--- config.mk ---
export PLATFORM = sky130hd
export DESIGN_NAME = instr_fetch_unit
export DESIGN_NICKNAME = d
export VERILOG_FILES = /design/src/rtl/rv_pkg.sv /design/src/rtl/fetch_buffer.sv /design/src/rtl/instr_fetch_unit.sv
export SDC_FILE = /design/constraint.sdc
export NUM_CORES = 1
export LEC_CHECK = 0
export CAP_MARGIN = 20
export CORE_MARGIN = 2
export CORE_UTILIZATION = 48
export DETAILED_ROUTE_END_ITERATION = 6
export GPL_TIMING_DRIVEN = 0
export PLACE_DENSITY = 0.81
export SETUP_SLACK_MARGIN = 0.3
export SLEW_MARGIN = 30
export SYNTH_ARGS = -nofsm -noshare
export SYNTH_HDL_FRONTEND = slang
export SYNTH_SLANG_ARGS = --single-unit
--- constraint.sdc ---
create_clock -name clk -period 5.5 [get_ports clk]
set_clock_uncertainty 0.05 [all_clocks]
set_input_delay 1.65 -clock clk [delete_from_list [all_inputs] [get_ports clk]]
set_output_delay 1.65 -clock clk [all_outputs]
set_load 0.02 [all_outputs]
--- src/rtl/rv_pkg.sv ---
// Shared fetch-stage types: machine width, fetch FSM states and buffer entry layout.
package rv_pkg;

  localparam int XLEN       = 32;
  localparam int INST_BYTES = 4;

  typedef enum logic [1:0] {
    IDLE = 2'd0,
    REQ  = 2'd1,
    WAIT = 2'd2,
    DROP = 2'd3
  } fetch_state_e;

  typedef struct packed {
    logic [XLEN-1:0] pc;
    logic [XLEN-1:0] inst;
  } fetch_entry_t;

  function automatic logic [XLEN-1:0] align_word(input logic [XLEN-1:0] addr);
    return {addr[XLEN-1:2], 2'b00};
  endfunction

endpackage

--- src/rtl/fetch_buffer.sv ---
// Small synchronous FIFO of fetched {pc, inst} entries; flush overrides push and pop.
module fetch_buffer
  import rv_pkg::*;
#(
  parameter  int DEPTH = 2,
  localparam int AW    = $clog2(DEPTH),
  localparam int CW    = AW + 1
) (
  input  logic          clk,
  input  logic          reset,
  input  logic          push,
  input  fetch_entry_t  push_entry,
  input  logic          pop,
  input  logic          flush,
  output logic [CW-1:0] count,
  output logic          empty,
  output logic          full,
  output fetch_entry_t  head
);

  fetch_entry_t  mem_q [DEPTH];
  logic [AW-1:0] rd_ptr_q, rd_ptr_d;
  logic [AW-1:0] wr_ptr_q, wr_ptr_d;
  logic [CW-1:0] count_q, count_d;
  logic          do_push, do_pop;

  always_comb begin
    empty   = (count_q == '0);
    full    = (count_q == CW'(DEPTH));
    do_pop  = pop && !flush && !empty;
    // A push into a full buffer is only legal when the head leaves in the same cycle.
    do_push = push && !flush && (!full || do_pop);
    if (flush) begin
      rd_ptr_d = '0;
      wr_ptr_d = '0;
      count_d  = '0;
    end else begin
      rd_ptr_d = rd_ptr_q + AW'(do_pop);
      wr_ptr_d = wr_ptr_q + AW'(do_push);
      count_d  = count_q + CW'(do_push) - CW'(do_pop);
    end
  end

  always_ff @(posedge clk) begin
    if (reset) begin
      rd_ptr_q <= '0;
      wr_ptr_q <= '0;
      count_q  <= '0;
    end else begin
      rd_ptr_q <= rd_ptr_d;
      wr_ptr_q <= wr_ptr_d;
      count_q  <= count_d;
    end
  end

  always_ff @(posedge clk) begin
    if (do_push) mem_q[wr_ptr_q] <= push_entry;
  end

  assign count = count_q;
  assign head  = mem_q[rd_ptr_q];

endmodule

--- src/rtl/instr_fetch_unit.sv ---
// Fetch stage: one outstanding imem request, buffered instructions to decode, next_pc selection.
module instr_fetch_unit
  import rv_pkg::*;
#(
  parameter logic [XLEN-1:0] RESET_PC = 32'h0000_0000,
  parameter int              DEPTH    = 2
) (
  input  logic            clk,
  input  logic            reset,
  input  logic [XLEN-1:0] pc,
  output logic [XLEN-1:0] next_pc,
  output logic            imem_req_valid,
  output logic [XLEN-1:0] imem_req_addr,
  input  logic            imem_req_ready,
  input  logic            imem_resp_valid,
  input  logic [XLEN-1:0] imem_resp_data,
  input  logic            redirect_valid,
  input  logic [XLEN-1:0] redirect_target,
  output logic            inst_valid,
  output logic [XLEN-1:0] inst_data,
  output logic [XLEN-1:0] inst_pc,
  input  logic            inst_ready
);

  localparam int CW = $clog2(DEPTH) + 1;

  fetch_state_e    state_q, state_d;
  logic [XLEN-1:0] req_pc_q, req_pc_d;

  logic [CW-1:0]   buf_count;
  logic            buf_empty;
  logic            buf_full_unused;
  fetch_entry_t    buf_head;
  fetch_entry_t    push_entry;
  logic            push, pop, accept, outstanding;
  logic [CW:0]     occupancy;

  fetch_buffer #(.DEPTH(DEPTH)) u_buf (
    .clk        (clk),
    .reset      (reset),
    .push       (push),
    .push_entry (push_entry),
    .pop        (pop),
    .flush      (redirect_valid),
    .count      (buf_count),
    .empty      (buf_empty),
    .full       (buf_full_unused),
    .head       (buf_head)
  );

  always_comb begin
    outstanding    = (state_q == WAIT) || (state_q == DROP);
    // A request is only issued if its response is guaranteed a buffer slot.
    occupancy      = {1'b0, buf_count} + {{CW{1'b0}}, outstanding};
    imem_req_valid = !reset && (state_q == REQ) && (occupancy < (CW+1)'(DEPTH));
    imem_req_addr  = pc;
    accept         = imem_req_valid && imem_req_ready;

    state_d    = state_q;
    req_pc_d   = req_pc_q;
    push       = 1'b0;
    push_entry = '{pc: req_pc_q, inst: imem_resp_data};

    case (state_q)
      IDLE: state_d = REQ;
      REQ: begin
        if (accept) begin
          req_pc_d = pc;
          state_d  = redirect_valid ? DROP : WAIT;
        end
      end
      WAIT: begin
        if (imem_resp_valid) begin
          push    = !redirect_valid;
          state_d = REQ;
        end else if (redirect_valid) begin
          state_d = DROP;
        end
      end
      DROP: begin
        if (imem_resp_valid) state_d = REQ;
      end
      default: state_d = IDLE;
    endcase

    inst_valid = !reset && !buf_empty;
    pop        = inst_valid && inst_ready;
    inst_data  = buf_empty ? '0 : buf_head.inst;
    inst_pc    = buf_empty ? '0 : buf_head.pc;

    if (reset)               next_pc = RESET_PC;
    else if (redirect_valid) next_pc = align_word(redirect_target);
    else if (accept)         next_pc = pc + XLEN'(INST_BYTES);
    else                     next_pc = pc;
  end

  always_ff @(posedge clk) begin
    if (reset) state_q <= IDLE;
    else       state_q <= state_d;
  end

  always_ff @(posedge clk) begin
    req_pc_q <= req_pc_d;
  end

endmodule

# Word level (Yosys, flattened, before mapping)
# Memories as Yosys holds them, arrays and structs flattened. A register that Yosys moved wholly into a read port is not among the register bits.
# Index checks and enable logic that the tools add are counted.
# word_totals
regBits,38
latch_bits,0
ramBits,128
mem_bits_ro,0
inputBits,102
output_inout_bits,130
wordCells,56
n_memories,1
# classes
addsub,6
mul,0
div,0
n_lt_le_gt_ge,1
n_eq_ne,7
shifts,0
muxes,16
bitwise,0
reduce_logical,20
# memory_table
memory,depth,word_bits,read_ports,rd_clocked_by_memory_dff,wr,line_no,rtl
u_buf.mem_q,2,64,1,1,1,fetch_buffer.sv:21,fetch_entry_t mem_q [DEPTH];
# ops
op,n
two-way mux 32 bit,5
adder 32 x 3 -> 32 bit (second input constant),1
logical AND 1 bit,9
two-way mux 2 bit,4
case mux 2 bit (4 select lines),1
equality test 2 bit (second input constant),3
two-way mux 1 bit,6
zero test 1 bit,4
zero test 2 bit,2
inequality test 2 bit (second input constant),2
adder 2 x 1 -> 3 bit,1
less-than comparator 3 x 2 -> 1 bit (second input constant),1
inequality test 3 bit (second input constant),1
AND reduction 3 bit,1
adder 1 bit,2
adder 2 x 1 -> 2 bit,1
equality test 2 x 1 -> 1 bit (second input constant),1
logical OR 1 bit,2
AND reduction 2 bit,1
OR reduction 2 bit,1
subtractor 2 x 1 -> 2 bit,1

# Longest topological paths before layout
# Gate-level depths: netlist (run 1).
# depth
word_depth,10
mapped_depth,10
depth_no_buf,9

# By module
# From an unflattened synthesis (run 1), not the netlist that was laid out.
# unflattened
cells_unflattened,607
area_unflattened_um2,8006.4
# by_module_without_submodules
mod,instances,cells_each,area_each_um2,seq_area_each_um2
fetch_buffer,1,226,4840.9,3923.8
instr_fetch_unit,1,381,3165.5,1001.0

# Worst setup path before layout (run 1)
# No wires, ideal clock.
# synth_path
path_type,input to output
from,in imem_req_ready
to,out next_pc[2]
arrival_ns,3.731
t_required_ns,3.800
setup_slack_ns,0.069
cell_stages,5
n_path_buf,0
path_cell_list,and3b_1 -> nand2_1 -> clkinv_1 -> xnor2_1 -> a211oi_1
# synth_between
elab_chain_len,4
# synth_lines
element,line_no,rtl
start: declaration,instr_fetch_unit.sv:14,"input logic imem_req_ready,"
logical AND 1 bit,instr_fetch_unit.sv:57,accept = imem_req_valid && imem_req_ready;
two-way mux 32 bit,instr_fetch_unit.sv:93,else if (accept) next_pc = pc + XLEN'(INST_BYTES);
two-way mux 32 bit,instr_fetch_unit.sv:92,else if (redirect_valid) next_pc = align_word(redirect_target);
two-way mux 32 bit,instr_fetch_unit.sv:91,if (reset) next_pc = RESET_PC;
end: declaration,instr_fetch_unit.sv:11,"output logic [XLEN-1:0] next_pc,"
# Every way passes these cells.

# Final worst setup path (run 1)
# layout_path
from,in reset
to,out next_pc[20]
# layout_between
elab_chain_len,7
# layout_lines
element,line_no,rtl
start: declaration,instr_fetch_unit.sv:9,"input logic reset,"
zero test 1 bit,instr_fetch_unit.sv:55,imem_req_valid = !reset && (state_q == REQ) && (occupancy < (CW+1)'(DEPTH));
logical AND 1 bit (2 in series),instr_fetch_unit.sv:55,
logical AND 1 bit,instr_fetch_unit.sv:57,
two-way mux 32 bit,instr_fetch_unit.sv:93,
two-way mux 32 bit,instr_fetch_unit.sv:92,
two-way mux 32 bit *,instr_fetch_unit.sv:91,
# Every way passes the cells marked *; elsewhere a longest branch is shown, timed or not.

==> results of run 1 <==
==> final cells by class <==
cell class                      instances  area share (%)
Clock buffer                           17            3.81
Sequential cell                       166            44.1
Multi-Input combinational cell        354            23.1
Buffer                                 65            3.67
Timing Repair inverter                  1          0.0784
Tap cell                              216            2.42
Timing Repair Buffer                  244            20.6
Inverter                               13           0.548
Clock inverter                         14            1.76
==> cell families after synthesis <==
family	Yosys count	synth area share [%]
multiplexers	64	8.25
XOR/XNOR	6	0.677
adder cells (fa/ha/maj)	8	1.29
flip-flops	166	63.4
AND/OR/NAND/NOR	202	13.3
AO/OA/AOI/OAI	74	7.43
buffers and inverters	78	5.58
==> per-layer routing <==
layer	GRT usage, %	vias to the layer above
li1	-	2792
met1	32.9	2965
met2	42.0	346
met3	5.83	42
met4	9.12	0
met5	0	-
==> final timing paths <==
| path | slack (ns) | end | from | cells after the start |
|---|---|---|---|---|
| worst max-delay path | 0.28 | next_pc[20] | reset | 7 |
| worst min-delay path | 0.39 | u_buf.mem_q[1][45] | req_pc_q[13] | 0 |
| worst max register to register | 2.59 | u_buf.count[1] | u_buf.count[0] | 10 |
| worst min register to register | 0.39 | u_buf.mem_q[1][45] | req_pc_q[13] | 0 |
==> timing repair <==
action,4_1_cts,5_1_grt
buffers inserted,11,3
hold endpoints to repair,0,0
pin swaps,9,8
gates resized for setup,187,50
gates cloned,1,0
endpoints found under the setup margin,33,27
==> stage by stage <==
step                instance area (µm²)  power, mW
floorplan                          7760       1.67
global placement                  10300       1.87
detailed placement                10400       1.89
CTS                               11200       3.13
global route                      11200       3.21
finish                            11200       3.12
==> registers in the layout, indices dropped and copies added (netlist names) <==
signal	count
u_buf.mem_q	128
req_pc_q	32
state_q	2
u_buf.count	2
u_buf.wr_ptr_q	1
u_buf.rd_ptr_q	1
==> worst max-delay path: stages <==
cell	delay [ns]
buf_4	0.15
and4bb_2	0.34
nand4_1	0.20
buf_4	0.21
or4_4	0.41
a311oi_2	0.34
buf_4	0.20
==> cells in the final DEF, fill, tap and decap left out, types with 5 or more instances in the layout <==
cell type and n:
clkdlybuf4s50_1 172, edfxtp_1 160, nor2_1 91, mux2i_1 64, buf_4 53, buf_2 18, clkbuf_2 17, clkbuf_16 17
nand2_1 16, nand4_1 16, nand3_1 13, dlygate4sd2_1 12, inv_1 11, clkbuf_1 10, o21ai_0 8, a311oi_1 8
buf_1 8, clkdlybuf4s15_2 8, nor4_1 7, a211oi_1 7, nor3_1 7, dfxtp_1 6, and4_1 5, and2_1 5
a311oi_2 5, ha_1 5, inv_6 5
==> where the power goes <==
part	total (mW)	leakage, nW	switching [mW]	internal, mW
clock	1.24	0.299	0.479	0.763
sequential	1.46	1.49	0.0216	1.44
combinational	0.414	2.00	0.233	0.181
total	3.12	3.79	0.734	2.38
==> metrics.txt, run 1 <==
status finished, final reports clean; top-count cell post-synth edfxtp_1; Power Dens Cells 279 nW/µm²; root buffer cell clkbuf_16; fin crit period 5.22 ns; GRT overflow 0; layout cells sized above 1 19.8%; sequential fraction of the synthesis area between 60% and 70%; post-synthesis net count approximately 710; CP startpoint kind input port; ys async rst share 0%; Distinct cells, synth 64; area of the die 17200 µm²; count of final hold-check violations 0; Crit path required time 3.80 ns; die width about 130 µm; Port Buffer Count roughly 230; Post-synth EDFFs 160; post-synthesis register bit count about 170; Slew @ Worst Pin 0.825 ns; initial core utilization 49.0%; CP Class in2out; Post-Synthesis Cells between 500 and 600; top post-synthesis cells by area edfxtp_1, mux2i_1, nor2_1; Detailed Routing Iterations Pass 1 5; top cell type by total area after synthesis edfxtp_1; final-layout fill cell count 1104; setup TNS 0 ns; Hold Worst Slack 0.389 ns; crit path setup slack, layout 0.284 ns; Synth Warn # 0; Setup crit end kind output pin; Final Cycle Share 94.8%; Seq. cell area 4920 µm²; CTS H-tree lvls 4; Antenna diodes 0; Util after Layout 70.6%; WL/cell around 20 µm; clock tree buffer depth 2; placed cell count 1044; site row count 46; DR vias 6145; Routed WL 21.9 mm; highest metal used met4; # clock sinks 166; Final Max Tran Viols 0; initial antenna violation count 0; clk_lat worst skew ~0.41 ns; drc violations 0; Multi-input gate area 2580 µm²; Iter 0 DRT Violations 481; Tot GR Track Use about a quarter; CTS Buf Count 17; # setup viols final 0; Post-Syn Area 7760 µm²; pre-CTS WS -0.969 ns; Layout Cells excl Fill 1090; Post-Route M1 WL 8.91 mm; number of global-route vias before repair 6245; post-synth top area share 61.9%; slew margin rel. 45.0%; Leak 3.79 nW; fmax 192 MHz; hold buffer count at cts 0; RSZ-0062 raised after global routing yes; routed length on met2 10.7 mm; Avg Vias per Cell 5.64; first-pass GRT wire length 33.8 mm; core area 15800 µm²; Synth top cells by count edfxtp_1, nor2_1, mux2i_1, buf_4, clkbuf_1; die height 131 µm; Avg Inst Size Synth ~13 µm²; routability cong. 0.891; clock-pin slew on the worst setup and hold paths 0.06 ns; P&R area growth vs syn 44.0%; maxcap violations 0; highest net fanout along the worst path 6; Top FF cell, synth edfxtp_1; metal3 WL 1.81 mm; antenna viol nets, final 0; largest net degree at the start of global routing 44; VDD IR-drop max 0.000226 V; CTS tree built; IO Count between 200 and 250; Hold WC Path Type reg2reg; Nets about 970; DP Wirelength 15.4 mm; arrival time worst endpoint 3.52 ns
No activity file was read; power rests on OpenSTA's default activity.
==> inputs of run 2 (changes only) <==
--- a/config.mk
+++ b/config.mk
@@ -10,6 +10,7 @@
 export CORE_UTILIZATION = 48
 export DETAILED_ROUTE_END_ITERATION = 6
 export GPL_TIMING_DRIVEN = 0
+export MAX_ROUTING_LAYER = met4
 export PLACE_DENSITY = 0.81
 export SETUP_SLACK_MARGIN = 0.3
 export SLEW_MARGIN = 30
==> run 2 against run 1 <==
Compared with the run above:
- hold slack better by 0.0073 ns
- power down 3.6%
- final cell count about the same
- setup slack worse by 0.013 ns
- via count down 1.8%
- largest power group unchanged
- combinational power about the same
- critical path type unchanged
- first-iteration DRC count rose by 5.2%
- register-to-register slack improved by 0.03 ns
- critical endpoint is now next_pc[31]
- flip-flop and latch count did not move
- sequential power about the same
==> metrics.txt, run 2 (same netlist as run 1, synthesis figures left out) <==
Final Max Tran Viols 0 (unchanged); # clock sinks 166 (unchanged); status finished, final reports clean; Final Cycle Share 95.1% (+0.23 points); # setup viols final 0 (unchanged); Design Area, Final 11100 µm² (-0.72%); layout cells sized above 1 19.2% (-0.57 points); count of final hold-check violations 0 (unchanged); Avg Vias per Cell 5.53 (-1.9%); area of the die 17200 µm² (unchanged); Sequential Power Share 48.5% (+1.7 points); DR vias 6033 (-1.8%); Iter 0 DRT Violations 506 (+5.2%); Nets 971 (-0.10%); commonest non-fill, non-tap cell in the layout clkdlybuf4s50_1; root buffer cell clkbuf_16; slew margin rel. 48.0% (+3.0 points); CP startpoint kind input port; IO Count 232 (unchanged); die height 131 µm (unchanged); Cell Area, Placed 10400 µm² (-0.14%); Leak 3.77 nW (-0.64%); Slew @ Worst Pin 0.781 ns (-0.0446 ns); CP Class in2out; site row count 46 (unchanged); hold buffer count at cts 0 (unchanged); Detailed Routing Iterations Pass 1 5 (unchanged); Crit path required time 3.80 ns (about the same); antenna viol nets, final 0 (unchanged); fin crit period 5.23 ns (+0.0128 ns); highest net fanout along the worst path 8 (+2); Tot GR Track Use 25.9% (+0.54 points); VDD IR-drop max 0.000222 V (-2.0%); core area 15800 µm² (unchanged); Port Buffer Count 228 (unchanged); WL/cell 19.7 µm (-1.6%); max FFs per register 128 (unchanged); setup TNS 0 ns (unchanged); Largest Register u_buf.mem_q; drc violations 0 (unchanged); Util after Layout 70.1% (-0.51 points); DP Wirelength 15.4 mm (+0.20%); Clock power frac 37.6% (-2.3 points); clk_lat worst skew 0.42 ns (about the same); number of global-route vias before repair 6176 (-1.1%); Pint 2.25 mW (-5.3%); CTS Buf Count 17 (unchanged); CTS tree built; fmax 191 MHz (-0.24%); RSZ-0062 raised after global routing yes; first-pass GRT wire length 33.7 mm (-0.47%); Power Dens Cells 271 nW/µm² (-2.9%); routability cong. 0.903 (+1.4%); CTS H-tree lvls 4 (unchanged); initial antenna violation count 1 (+1); Hold WC Path Type reg2reg; GRT overflow 0 (unchanged); largest net degree at the start of global routing 40 (-9.1%); Sw Share 25.0% (+1.4 points); P&R area growth vs syn 43.0%; Routed WL 21.5 mm (-1.5%); Setup crit end kind output pin; initial core utilization 49.0% (unchanged); clock tree buffer depth 2 (unchanged); die width 131 µm (unchanged); arrival time worst endpoint 3.53 ns (about the same); Comb pwr share 13.8% (+0.5 points); Largest regs u_buf.mem_q (128), req_pc_q (32); maxcap violations 0 (unchanged); P_sw 0.750 mW (+2.2%); clock-pin slew on the worst setup and hold paths 0.07 ns (about the same); most frequent cells in the layout clkdlybuf4s50_1, edfxtp_1, nor2_1
run 2: changes by cell type in the layout (fill, tap and decap cells not counted), moves of 3 or more:
cell           change
dlygate4sd2_1      -3
bufinv_16          -3
inv_8              +3
clkbuf_4           +3
run 2: repair_timing:
action	in CTS	in global routing
cloned	1	0
resized for setup	187	64
buffers inserted	10	3
endpoints found under the setup margin	33	23
pin swaps	7	10
run 2: cell type report:
| cell class | count | area, µm² |
|---|---|---|
| inverters | 13 | 61.3 |
| fillers | 1121 | 4730 |
| plain buffers | 65 | 417 |
| clock inverters | 15 | 144 |
| repair inverters | 1 | 8.76 |
| flip-flops and latches | 166 | 4920 |
| multi-input cells | 354 | 2560 |
| diodes | 1 | 2.50 |
| clock buffers | 17 | 425 |
| repair buffers | 243 | 2280 |
| well taps | 216 | 270 |
run 2: per-stage QoR:
| stage | hold slack, ns | std cells | worst slack [ns] | power (mW) |
|---|---|---|---|---|
| 3_3_place_gp | 0.372 | 1042 | -0.961 | 1.87 |
| 5_1_grt | 0.402 | 1091 | 0.177 | 3.11 |
| 2_1_floorplan | 0.371 | 598 | 0.495 | 1.67 |
| 3_5_place_dp | 0.380 | 1044 | -0.965 | 1.89 |
| 4_1_cts | 0.396 | 1087 | 0.138 | 3.02 |
| 6_report | 0.396 | 1091 | 0.271 | 3.00 |
run 2: worst max-delay path: stages:
cell and delay, ns:
clkdlybuf4s50_1 0.69, nand3_1 0.14, o21ai_0 0.19, o311ai_0 0.18
a211oi_1 0.31, clkdlybuf4s15_1 0.36
run 2: final timing paths:
check / cells past startpoint / startpoint / slack (ns) / to
max: 6 / pc[29] / 0.27 / next_pc[31]
min: 0 / req_pc_q[6] / 0.40 / u_buf.mem_q[0][38]
max reg2reg: 10 / u_buf.count[0] / 2.62 / u_buf.count[1]
min reg2reg: 0 / req_pc_q[6] / 0.40 / u_buf.mem_q[0][38]
run 2: metal layers:
layer  GRT usage (%)  up-vias  wire length (µm)
met5               -        -                 0
met1            33.4     2892              8950
met3            5.86       33              1670
met4            7.19        0               309
li1                -     2793                 -
met2            41.7      315             10600
run 2: power groups by stage:
stage | clock, mW | combinational (mW) | sequential [mW]
global route | 1.20 | 0.445 | 1.46
finish | 1.13 | 0.415 | 1.46
global placement | 0 | 0.393 | 1.48
floorplan | 0 | 0.189 | 1.48
CTS | 1.15 | 0.407 | 1.46
detailed placement | 0 | 0.403 | 1.48
==> inputs of run 3 (changes only) <==
--- a/config.mk
+++ b/config.mk
@@ -6,7 +6,7 @@
 export NUM_CORES = 1
 export LEC_CHECK = 0
 export CAP_MARGIN = 20
-export CORE_MARGIN = 2
+export CORE_MARGIN = 1.5
 export CORE_UTILIZATION = 48
 export DETAILED_ROUTE_END_ITERATION = 6
 export GPL_TIMING_DRIVEN = 0
==> run 3 against run 2 <==
Compared with the run above:
- wire length shrank 0.50%
- cell area shrank 0.55%
- power shrank 0.27%
- core utilization shrank 0.39 points
- critical path depth grew 1
- clock power is essentially flat
- first-iteration DRC count shrank 19%
- highest routed layer unchanged
==> metrics.txt, run 3 (same netlist as run 1, synthesis figures left out) <==
Slew @ Worst Pin 0.806 ns (+0.0248 ns); Util after Layout 69.7% (-0.39 points); clock tree buffer depth 2 (unchanged); DR vias 6029 (-0.066%); clk_lat worst skew 0.41 ns (about the same); fin crit period 5.18 ns (-0.0514 ns); arrival time worst endpoint 3.48 ns (-0.05 ns); largest net degree at the start of global routing 34 (-15%); Total Power 3.00 mW (-0.27%); GRT overflow 0 (unchanged); status finished, final reports clean; DP Wirelength 15.4 mm (-0.47%); highest net fanout along the worst path 6 (-2); Final Cycle Share 94.1% (-0.93 points); most frequent cells in the layout clkdlybuf4s50_1, edfxtp_1, nor2_1; critical-path cell list dlygate4sd2_1 > and4_1 > nand4_1 > buf_4 > o311ai_0 > nand3_1 > clkdlybuf4s15_1; grt met2 use 41.6% (-0.12 points); Nets 971 (unchanged); WL/cell 19.6 µm (-0.59%); setup TNS 0 ns (unchanged); CTS Buf Count 17 (unchanged); CTS tree built; Pint 2.25 mW (-0.19%); number of global-route vias before repair 5941 (-3.8%); Largest Register u_buf.mem_q; Hold WC Path Type reg2reg; Setup crit end kind output pin; P&R area growth vs syn 42.2%; Sw Share 24.9% (-0.055 points); die width 130 µm (-0.76%); Iter 0 DRT Violations 408 (-19%); clock-pin slew on the worst setup and hold paths 0.07 ns (about the same); P_sw 0.746 mW (-0.49%); antenna viol nets, final 0 (unchanged); maxcap violations 0 (unchanged); Leak 3.70 nW (-1.8%); Largest regs u_buf.mem_q (128), req_pc_q (32); Final Max Tran Viols 0 (unchanged); Routed WL 21.4 mm (-0.50%); site row count 46 (unchanged); Cell Area, Placed 10400 µm² (unchanged); first-pass GRT wire length 32.2 mm (-4.3%); commonest non-fill, non-tap cell in the layout clkdlybuf4s50_1; slew margin rel. 46.3% (-1.7 points); drc violations 0 (unchanged); core area 15800 µm² (unchanged); Hold Worst Slack 0.396 ns (-0.00000700 ns); CP peak stage delay 0.36 ns (-0.33 ns); Critical-path top delay cell dlygate4sd2_1; # setup viols final 0 (unchanged); layout cells sized above 1 18.5% (-0.69 points); Clock power frac 37.7% (about the same); Sequential Power Share 48.7% (+0.2 points); routability cong. 0.940 (+4.1%); RSZ-0062 raised after global routing yes; initial core utilization 49.0% (unchanged); Port Buffer Count 228 (unchanged); met3 Track Usage GR 5.95% (+0.081 points); crit path buf inv count 3 (+1); IO Count 232 (unchanged); initial antenna violation count 2 (+1); Power Dens Cells 271 nW/µm² (+0.29%); GR Layer Usage met1 33.2% (-0.15 points); Worst path top cell family by delay buffers and inverters; Design Area, Final 11000 µm² (-0.55%); die height 130 µm (-0.76%); Comb pwr share 13.7% (about the same); Detailed Routing Iterations Pass 1 4 (-1); Tot GR Track Use 26.3% (+0.44 points); fmax 193 MHz (+0.99%); Crit path required time 3.80 ns (about the same); CP Class in2out; CTS H-tree lvls 4 (unchanged); area of the die 16900 µm² (-1.5%); Avg Vias per Cell 5.52 (-0.16%); CP startpoint kind input port; count of final hold-check violations 0 (unchanged); root buffer cell clkbuf_16; VDD IR-drop max 0.000222 V (about the same); busiest metal layer after global routing met2; # clock sinks 166 (unchanged); max FFs per register 128 (unchanged)
-- run 3: layer usage --
layer | routed length [µm] | part of all wire, %
met3 | 1870 | 8.7
met5 | 0 | 0
met4 | 448 | 2.1
met1 | 8720 | 41
met2 | 10400 | 48
-- run 3: cell type report --
| cell class | instances | area, µm² |
|---|---|---|
| fillers | 1150 | 4790 |
| well taps | 216 | 270 |
| clock inverters | 15 | 143 |
| repair inverters | 1 | 8.76 |
| diodes | 2 | 5.00 |
| clock buffers | 17 | 425 |
| flip-flops and latches | 166 | 4920 |
| inverters | 13 | 62.6 |
| multi-input cells | 354 | 2520 |
| plain buffers | 65 | 413 |
| repair buffers | 243 | 2260 |
-- run 3: worst paths after layout --
check | startpoint | endpoint | slack [ns] | depth (start not counted)
min reg2reg | req_pc_q[24] | u_buf.mem_q[1][56] | 0.40 | 0
max | pc[20] | next_pc[30] | 0.32 | 7
min | req_pc_q[24] | u_buf.mem_q[1][56] | 0.40 | 0
max reg2reg | u_buf.count[0] | u_buf.count[1] | 2.64 | 10
-- run 3: metrics by stage --
stage                     setup WS (ns)  std cells
after floorplan                   0.495        598
after global placement           -0.794       1042
after detailed placement         -0.796       1044
after CTS                         0.300       1089
after global routing              0.273       1092
final                             0.322       1092
-- run 3: power by group through the flow --
stage | clock network (mW) | registers [mW] | logic (mW)
floorplan | 0 | 1.48 | 0.189
global placement | 0 | 1.48 | 0.392
detailed placement | 0 | 1.49 | 0.404
CTS | 1.15 | 1.46 | 0.405
global route | 1.19 | 1.46 | 0.436
finish | 1.13 | 1.46 | 0.410
-- run 3: worst register-to-register path: cells and delay by family, from the launching register on --
family	cells	cell delay, ns
adders and majority gates	2	0.49
DFF	1	0.38
xor gates and xnor gates	2	0.30
and+or+nand+nor	3	0.55
buffers and inverters	3	0.96
-- run 3: timing repair --
item	4_1_cts	5_1_grt
pin swaps	10	4
endpoints found under the setup margin	33	19
resized for setup	189	53
endpoints found under the hold margin	0	0
gates cloned	1	0
setup buffers	12	1
hold buffers	0	0
